### src/rtl/aes_pkg.sv
// Shared constants, key-size helpers and FSM encoding for the AES key-schedule engine.
package aes_pkg;

    localparam logic [7:0] RCON_INIT = 8'h01;

    // S_REV/S_RDRAIN are reachable only when AES_KS_REVERSE_EN is defined.
    typedef enum logic [2:0] {
        S_IDLE,
        S_GEN,
        S_DRAIN,
        S_REV,
        S_RDRAIN
    } ks_state_e;

    function automatic int nk(input int key_bits);
        return key_bits / 32;
    endfunction

    function automatic int nr(input int key_bits);
        return key_bits / 32 + 6;
    endfunction

    function automatic int nw(input int key_bits);
        return 4 * (key_bits / 32 + 7);
    endfunction

    function automatic logic [7:0] xtime(input logic [7:0] a);
        return {a[6:0], 1'b0} ^ (a[7] ? 8'h1b : 8'h00);
    endfunction

endpackage

### src/rtl/aes_sbox.sv
// Combinational AES S-box: multiplicative inverse in GF(2^8) followed by the affine map.
module aes_sbox
    import aes_pkg::*;
(
    input  logic [7:0] i_a,
    output logic [7:0] o_s
);

    function automatic logic [7:0] gf_mul(input logic [7:0] a, input logic [7:0] b);
        logic [7:0] p;
        logic [7:0] aa;
        p  = 8'h00;
        aa = a;
        for (int k = 0; k < 8; k++) begin
            if (b[k]) p = p ^ aa;
            aa = xtime(aa);
        end
        return p;
    endfunction

    // a^254 == a^-1 for a != 0, and maps 0 to 0 as the S-box requires.
    function automatic logic [7:0] gf_inv(input logic [7:0] a);
        logic [7:0] p;
        logic [7:0] r;
        p = a;
        r = 8'h01;
        for (int k = 1; k < 8; k++) begin
            p = gf_mul(p, p);
            r = gf_mul(r, p);
        end
        return r;
    endfunction

    logic [7:0] w_b;

    always_comb begin
        w_b = gf_inv(i_a);
        o_s = w_b ^ {w_b[6:0], w_b[7]} ^ {w_b[5:0], w_b[7:6]}
                  ^ {w_b[4:0], w_b[7:5]} ^ {w_b[3:0], w_b[7:4]} ^ 8'h63;
    end

endmodule

### src/rtl/aes_key_schedule.sv
// Sequential AES key expansion (128/192/256), one schedule word per clock, round keys streamed
// over valid/ready. Optional macro AES_KS_REVERSE_EN adds a key store for descending-order output.
module aes_key_schedule
    import aes_pkg::*;
#(
    parameter int KEY_BITS = 256
) (
    input  logic                i_clk,
    input  logic                i_rst,
    input  logic                i_start,
    input  logic [KEY_BITS-1:0] i_key,
    input  logic                i_dec,
    output logic                o_busy,
    output logic [127:0]        o_rk,
    output logic [3:0]          o_rk_idx,
    output logic                o_rk_valid,
    input  logic                i_rk_ready,
    output logic                o_done
);

    if (KEY_BITS != 128 && KEY_BITS != 192 && KEY_BITS != 256) begin : g_bad_key_bits
        $error("aes_key_schedule: KEY_BITS must be 128, 192 or 256");
    end

    localparam int NK = nk(KEY_BITS);
    localparam int NR = nr(KEY_BITS);
    localparam int NW = nw(KEY_BITS);

    ks_state_e    r_state, w_state_nxt;
    logic [31:0]  r_win [NK];
    logic [5:0]   r_cnt;
    logic [2:0]   r_mod;
    logic [7:0]   r_rcon;
    logic [31:0]  r_asm [4];
    logic [1:0]   r_asm_cnt;
    logic         r_asm_full;
    logic [3:0]   r_key_nxt;
    logic [127:0] r_rk;
    logic [3:0]   r_rk_idx;
    logic         r_rk_valid;
    logic         r_done;

    logic         w_rev, w_dec_eff;
    logic [127:0] w_store_rk;
    logic [31:0]  w_prev, w_sub_in, w_sub, w_t, w_word;
    logic         w_out_free, w_prod, w_last, w_asm_mv, w_key_done, w_rev_load, w_fin;

`ifdef AES_KS_REVERSE_EN
    logic        r_rev;
    logic [31:0] r_store [NR+1][4];

    assign w_rev      = r_rev;
    assign w_dec_eff  = i_dec;
    assign w_store_rk = {r_store[r_key_nxt][0], r_store[r_key_nxt][1],
                         r_store[r_key_nxt][2], r_store[r_key_nxt][3]};

    always_ff @(posedge i_clk) begin
        if (i_rst)                            r_rev <= 1'b0;
        else if (r_state == S_IDLE && i_start) r_rev <= i_dec;
    end

    always_ff @(posedge i_clk) begin
        if (w_prod && r_rev) r_store[r_cnt[5:2]][r_cnt[1:0]] <= w_word;
    end
`else
    logic w_unused_dec;

    assign w_rev        = 1'b0;
    assign w_dec_eff    = 1'b0;
    assign w_store_rk   = '0;
    assign w_unused_dec = i_dec;
`endif

    // Schedule word datapath: window holds w[i-NK..i-1]; during the first NK cycles it rotates the key.
    assign w_prev   = r_win[NK-1];
    assign w_sub_in = (r_mod == 3'd0) ? {w_prev[23:0], w_prev[31:24]} : w_prev;

    for (genvar g = 0; g < 4; g++) begin : g_sbox
        aes_sbox u_sbox (.i_a(w_sub_in[8*g +: 8]), .o_s(w_sub[8*g +: 8]));
    end

    always_comb begin
        w_t = w_prev;
        if (r_mod == 3'd0)                 w_t = w_sub ^ {r_rcon, 24'h0};
        else if (NK == 8 && r_mod == 3'd4) w_t = w_sub;
        w_word = (r_cnt < 6'(NK)) ? r_win[0] : (r_win[0] ^ w_t);
    end

    // Handshake: a completed key bypasses into the output register when it is free.
    assign w_out_free = !r_rk_valid || i_rk_ready;
    assign w_prod     = (r_state == S_GEN) && (w_rev || !r_asm_full || w_out_free);
    assign w_last     = w_prod && (r_cnt == 6'(NW-1));
    assign w_asm_mv   = !w_rev && r_asm_full && w_out_free;
    assign w_key_done = w_prod && !w_rev && (r_asm_cnt == 2'd3);
    assign w_rev_load = (r_state == S_REV) && w_out_free;
    assign w_fin      = r_rk_valid && i_rk_ready &&
                        ((r_state == S_DRAIN && r_rk_idx == 4'(NR)) || r_state == S_RDRAIN);

    always_comb begin
        w_state_nxt = r_state;
        case (r_state)
            S_IDLE:   if (i_start) w_state_nxt = S_GEN;
            S_GEN:    if (w_last) w_state_nxt = w_rev ? S_REV : S_DRAIN;
            S_DRAIN:  if (w_fin) w_state_nxt = S_IDLE;
            S_REV:    if (w_rev_load && r_key_nxt == 4'd0) w_state_nxt = S_RDRAIN;
            S_RDRAIN: if (w_fin) w_state_nxt = S_IDLE;
            default:  w_state_nxt = S_IDLE;
        endcase
    end

    always_ff @(posedge i_clk) begin
        if (i_rst) begin
            r_state    <= S_IDLE;
            r_cnt      <= '0;
            r_mod      <= '0;
            r_rcon     <= '0;
            r_asm_cnt  <= '0;
            r_asm_full <= 1'b0;
            r_key_nxt  <= '0;
            r_rk       <= '0;
            r_rk_idx   <= '0;
            r_rk_valid <= 1'b0;
            r_done     <= 1'b0;
            for (int k = 0; k < NK; k++) r_win[k] <= '0;
        end else begin
            r_state <= w_state_nxt;
            r_done  <= w_fin;

            if (r_state == S_IDLE && i_start) begin
                for (int k = 0; k < NK; k++) r_win[k] <= i_key[KEY_BITS-1-32*k -: 32];
                r_cnt      <= '0;
                r_mod      <= '0;
                r_rcon     <= RCON_INIT;
                r_asm_cnt  <= '0;
                r_asm_full <= 1'b0;
                r_key_nxt  <= w_dec_eff ? 4'(NR) : 4'd0;
            end

            if (w_prod) begin
                for (int k = 0; k < NK-1; k++) r_win[k] <= r_win[k+1];
                r_win[NK-1] <= w_word;
                r_cnt       <= r_cnt + 6'd1;
                r_mod       <= (r_mod == 3'(NK-1)) ? 3'd0 : r_mod + 3'd1;
                if (r_cnt >= 6'(NK) && r_mod == 3'd0) r_rcon <= xtime(r_rcon);
            end
            if (w_prod && !w_rev) r_asm_cnt <= r_asm_cnt + 2'd1;

            if (w_asm_mv)                       r_asm_full <= 1'b0;
            else if (w_key_done && !w_out_free) r_asm_full <= 1'b1;

            if (w_asm_mv || (w_key_done && w_out_free)) begin
                r_rk       <= w_asm_mv ? {r_asm[0], r_asm[1], r_asm[2], r_asm[3]}
                                       : {r_asm[0], r_asm[1], r_asm[2], w_word};
                r_rk_idx   <= r_key_nxt;
                r_rk_valid <= 1'b1;
                r_key_nxt  <= r_key_nxt + 4'd1;
            end else if (w_rev_load) begin
                r_rk       <= w_store_rk;
                r_rk_idx   <= r_key_nxt;
                r_rk_valid <= 1'b1;
                r_key_nxt  <= r_key_nxt - 4'd1;
            end else if (i_rk_ready) begin
                r_rk_valid <= 1'b0;
            end
        end
    end

    always_ff @(posedge i_clk) begin
        if (w_prod && !w_rev) r_asm[r_asm_cnt] <= w_word;
    end

    assign o_busy     = (r_state != S_IDLE);
    assign o_rk       = r_rk;
    assign o_rk_idx   = r_rk_idx;
    assign o_rk_valid = r_rk_valid;
    assign o_done     = r_done;

endmodule

### config.mk
export PLATFORM = sky130hd
export DESIGN_NAME = aes_key_schedule
export DESIGN_NICKNAME = d
export VERILOG_FILES = /design/src/rtl/aes_pkg.sv /design/src/rtl/aes_sbox.sv /design/src/rtl/aes_key_schedule.sv
export SDC_FILE = /design/constraint.sdc
export NUM_CORES = 2
export LEC_CHECK = 0
export BUFFER_PORTS_ARGS = -buffer_cell sky130_fd_sc_hd__buf_2
export CAP_MARGIN = 20
export CORE_MARGIN = 3
export CORE_UTILIZATION = 59
export CTS_BUF_LIST = sky130_fd_sc_hd__clkbuf_2 sky130_fd_sc_hd__clkbuf_4 sky130_fd_sc_hd__clkbuf_8
export CTS_CLUSTER_DIAMETER = 50
export DETAILED_ROUTE_END_ITERATION = 6
export PLACE_DENSITY = 0.8
export SKIP_CTS_REPAIR_TIMING = 1
export SYNTH_ARGS = -nofsm -noshare
export SYNTH_HDL_FRONTEND = slang
export SYNTH_HIERARCHICAL = 1
export SYNTH_SLANG_ARGS = --single-unit
### constraint.sdc
create_clock -name i_clk -period 15.05 [get_ports i_clk]
set_input_delay 1.505 -clock i_clk [delete_from_list [all_inputs] [get_ports i_clk]]
set_output_delay 1.505 -clock i_clk [all_outputs]
set_load 0.02 [all_outputs]
Yosys cells after proc, flatten, opt, wreduce, memory -nomap -nowiden
Memories as Yosys holds them, arrays and structs flattened.
Cells that the tools add are included.
{"block": "word_totals", "output_inout_bits": 135, "rom_bits": 0, "mem_count": 2, "wordCells": 1730, "latchBits": 0, "regBits": 161, "ramBits": 384}
{"memory": "r_win", "depth": 8, "width": 32, "rd": 8, "rd_ports_with_merged_regs": 0, "wr": 8, "line_no": "aes_key_schedule.sv:30", "source": "logic [31:0] r_win [NK];"}
{"memory": "r_asm", "depth": 4, "width": 32, "rd": 4, "rd_ports_with_merged_regs": 0, "wr": 1, "line_no": "aes_key_schedule.sv:34", "source": "logic [31:0] r_asm [4];"}
{"block": "op_classes", "bitwise": 795, "n_eq_ne": 13, "shifts": 0, "n_mul": 0, "reduce_logical": 32, "add_sub_neg": 5, "mux": 870, "div": 0, "magnitude_cmp": 2}
{"operator": "XOR 8 bit", "count": 744}
{"operator": "two-way mux 8 bit", "count": 423}
{"operator": "two-way mux 5 bit", "count": 369}
{"operator": "two-way mux 32 bit", "count": 21}
{"operator": "two-way mux 128 bit", "count": 2}
{"operator": "XOR 32 bit", "count": 2}
{"operator": "two-way mux 4 bit", "count": 9}
{"operator": "two-way mux 6 bit", "count": 6}
{"operator": "two-way mux 3 bit", "count": 11}
{"operator": "two-way mux 7 bit", "count": 4}
{"operator": "NOT 1 bit, first input constant", "count": 28}
{"operator": "two-way mux 1 bit", "count": 18}
{"operator": "NOT 4 bit", "count": 4}
{"operator": "bitwise OR 1 bit", "count": 16}
{"operator": "logical AND 1 bit", "count": 13}
{"operator": "two-way mux 2 bit", "count": 6}
{"operator": "case mux 3 bit (4 select lines)", "count": 1}
{"operator": "equality test 3 bit, second input constant", "count": 3}
{"operator": "nonzero test 3 bit", "count": 3}
{"operator": "XOR 8 x 5 -> 8 bit", "count": 1}
{"operator": "adder 6 x 1 -> 6 bit, second input constant", "count": 1}
{"operator": "equality test 3 x 2 -> 1 bit, second input constant", "count": 2}
{"operator": "equality test 6 bit, second input constant", "count": 1}
{"operator": ">= comparator 6 x 4 -> 1 bit, second input constant", "count": 1}
{"operator": "17 further kinds", "count": 28}

Logic depth before layout (Yosys ltp)
{"block": "logic_depth", "depth_word": 140, "ltp_mapped": 71, "depth_no_buf": 59}

Cells and area by module
The synthesis kept the hierarchy.
{"mod": "aes_sbox", "instances": 4, "cells_each": 1942, "seq_area_each_um2": 0.0, "area_per_inst_um2": 15220.8}
{"mod": "aes_key_schedule", "instances": 1, "cells_each": 1871, "seq_area_each_um2": 14754.2, "area_per_inst_um2": 22265.1}

Worst setup path before layout
Ideal clock, no wire load.
{"block": "synth_path", "path_type": "register to register", "start": "register r_mod[0]", "end": "memory r_win[7][27] (netlist: r_win[1][123]), data pin", "t_required_ps": 14776, "setup_ps": 274, "n_path_buf": 8, "arrival_ps": 16261, "period_less_slack_ps": 16535, "slack_ps": -1485, "path_stages_with_launch": 66, "path_cell_list": "dfxtp_1 inv_1 ha_1 clkbuf_1 nor2b_1 clkbuf_1 clkbuf_1 mux2_2 ha_1 nand2_1 xor2_1 inv_2 buf_1 clkbuf_1 ha_1 buf_1 nand2_1 xor2_1 (+30 left out) a32oi_1 nand3_1 a311o_1 o211ai_2 o21ai_1 xnor2_4 xnor3_1 xnor2_1 mux2i_1 a21oi_1 xnor3_1 xnor3_2 xnor3_1 xor3_1 xnor2_1 a211oi_1 xnor2_1 a211oi_1"}
{"item": "from (decl)", "line_no": "aes_key_schedule.sv:32", "source": "logic [2:0] r_mod;"}
{"item": "from (signal assigned)", "line_no": "aes_key_schedule.sv:143", "source": "r_mod <= (r_mod == 3'(NK-1)) ? 3'd0 : r_mod + 3'd1;"}
{"item": "to (decl)", "line_no": "aes_key_schedule.sv:30"}

==> reports/results.tsv <==
metric	value	unit
status	finished, violations left	
failing checks	DRC, setup timing	
Synth area leaders	xnor2_1, edfxtp_1, xnor3_1	
Most used DFF post-synth	edfxtp_1	
row cnt	137	
Critical Path AT	16.15	ns
Port Buffers	394	
Hold WC Path Type	register to register	
Crit path largest cell delay	0.62	ns
synthesized cell area	83100	um2
GR Util met3	5.59	%
DR vias/cell	6.24	
Post-layout nets	11917	
most used cell, CP	buf_6	
CP required	15.50	ns
Die Ht	381	um
placed inst area	100000	um2
Setup Viol. Count Final	144	
Mean Syn Cell Area	8.63	um2
met1 usage	46.2	%
first-pass GRT wire length	427000	um
number of synthesized flops with an enable pin	384	
commonest non-fill, non-tap cell in the layout	buf_4	
critical path launch point type	register	
cell taking the most area after synthesis	xnor2_1	
Final Cell Area	110000	um2
clock root buffer	clkbuf_8	
Initial Utilization	59.5	%
sequential fraction of the synthesis area	17.7	%
I/O pins	396	
WHS	0.470	ns
largest net degree at the start of global routing	113	
Hold Fails Final Rpt	0	
Die Area	145000	um2
Synth Area in Simple Gates	18.7	%
WL per Instance	21.7	um
Max clock buf depth	3	
max-cap check violation count	0	
Crit. End Element	register	
Yosys cell types	122	
Worst-path clk slew	0.08	ns
Routed WL	295000	um
CORE AREA	140000	um2
DR pass1 iterations	7	
minimum clock period	15.69	ns
DP Wirelength	205000	um
WS Path Type	register to register	
Syn Inst Count	9639	
Routed Antenna Nets	0	
Global Route Usage Sum	35.8	%
post-synthesis mux area share	4.45	%
Syn. warnings	6	
main combinational cell family by area after synthesis	XOR/XNOR gates	
Synth Net Count	9940	
RSZ-0062 raised after global routing	true	
htree depth	3	
Synth Register Bits	545	
slew margin rel.	5.63	%
Fmax achieved	0.0637	GHz
Overflow after GRT	0	
gpl congestion	0.985	
GRT busiest layer	met2	
clk_skew	0.0517	ns
number of global-route vias before repair	78364	
share of the synthesized area in the top cell type	14.9	%
Synth Area in Compound Gates	16.1	%
crit path max-delay cell type	xor3_4	
post-synthesis xor/xnor area fraction	37.9	%
worst setup margin	-0.643	ns
CTS Buf Count	84	
clk_lat worst skew	0.70	ns
clock sink count	545	
initial drt markers	9969	
period utilisation layout	104	%
worst-path fanout max	7	
Via Count	84793	
DRC	4	
area delta synth->final	32.4	%
ys async rst share	0	%
commonest cells after routing, fill and taps aside	buf_4, nor2_1, xnor2_1	
max-slew violations	0	
worst-margin pin slew	1.41	ns
met2 Use GR	59.9	%
share of cells above drive strength 1	35.7	%
die width	381	um
CTS tree	done	
area share of fa/ha/maj cells after synthesis	0.650	%
initial antenna violation count	35	
==> kinds of logic (layout without fill, tap and decap cells) <==
group / after synthesis / in the layout
buffers and inverters: 780 / 2820
XOR/XNOR: 2540 / 2541
AND/OR/NAND/NOR: 3458 / 3459
other: 0 / 29
adder cells (fa/ha/maj): 44 / 44
flip-flops: 545 / 545
AO/OA/AOI/OAI: 1923 / 1923
multiplexers: 349 / 349
==> synthesized netlist by cell type (45+ instances only) <==
master    number
nand2b_1     100
a22o_1       104
nor3_1       242
a22oi_1      173
a211oi_1      77
mux2_2        80
and2_1        57
o21ai_1       80
xnor2_2      176
o31ai_1       49
a21oi_1      475
nand2_1     1080
mux2i_1      257
nor2_1      1285
buf_1         58
or3_1         45
inv_1         66
xor2_1       385
xor3_1        52
o21ai_0      221
dfxtp_1      161
xor2_2        48
xnor2_1     1411
buf_2        170
nor4_1        50
nand3_1      196
buf_4         54
o22ai_1      116
clkbuf_1     352
a31oi_1       65
xnor3_1      356
o211ai_1      45
nand4_1       60
edfxtp_1     384
nor2b_1      111
==> through the flow <==
| stage | worst slack [ns] | util [%] | setup TNS [ns] | instances |
|---|---|---|---|---|
| floorplan | -0.0180 | - | -0.0525 | 9639 |
| global placement | -0.286 | 71.7 | -19.67 | 13107 |
| detailed placement | -0.716 | 71.7 | -73.38 | 13109 |
| CTS | -0.883 | 72.9 | -89.96 | 13260 |
| global route | -0.961 | 78.8 | -123.69 | 13580 |
| finish | -0.643 | 78.8 | -35.96 | 13586 |
==> worst max-delay path, delay by kind of cell, from the launching register on <==
family	cells	cell delay (ns)
adder cells (fa/ha/maj)	2	0.38
AO/OA/AOI/OAI	15	3.69
buffers and inverters	17	2.50
flip-flops	1	0.34
XOR/XNOR	13	4.31
AND/OR/NAND/NOR	17	3.40
multiplexers	4	0.84
==> cell type report <==
cell class	instances	area, um2
Sequential cell	545	14800
Inverter	102	392
Multi-Input combinational cell	8316	71200
Clock inverter	38	313
Timing Repair Buffer	2567	19700
Fill cell	8603	29600
Clock buffer	113	1410
Antenna cell	29	72.6
Tap cell	1876	2350
==> final timing paths <==
| kind | slack, ns | end | cells after the start | start |
|---|---|---|---|---|
| worst max-delay path | -0.64 | r_win[1][106] | 68 | r_mod[1] |
| worst min-delay path | 0.47 | o_rk[8] | 1 | o_rk[8] |
| worst max register to register | -0.64 | r_win[1][106] | 68 | r_mod[1] |
| worst min register to register | 0.47 | o_rk[8] | 1 | o_rk[8] |
==> sequential cells by signal, summed over array words and instances, names as in the netlist <==
name        flops
r_cnt           6
r_rcon          8
o_rk_idx        4
r_mod           3
r_asm         128
r_win         256
r_state         3
o_rk          128
o_rk_valid      1
o_done          1
r_asm_full      1
r_key_nxt       4
r_asm_cnt       2
==> routing by layer <==
| layer | wire length (um) | vias up |
|---|---|---|
| met5 | 82 | - |
| met4 | 16300 | 14 |
| met3 | 30000 | 1186 |
| met2 | 140000 | 5384 |
| met1 | 109000 | 40392 |
| li1 | - | 37817 |
Power is left out: the tool's default activity adds up to more than one toggle a clock period on the data nets, which glitch-free logic cannot reach.
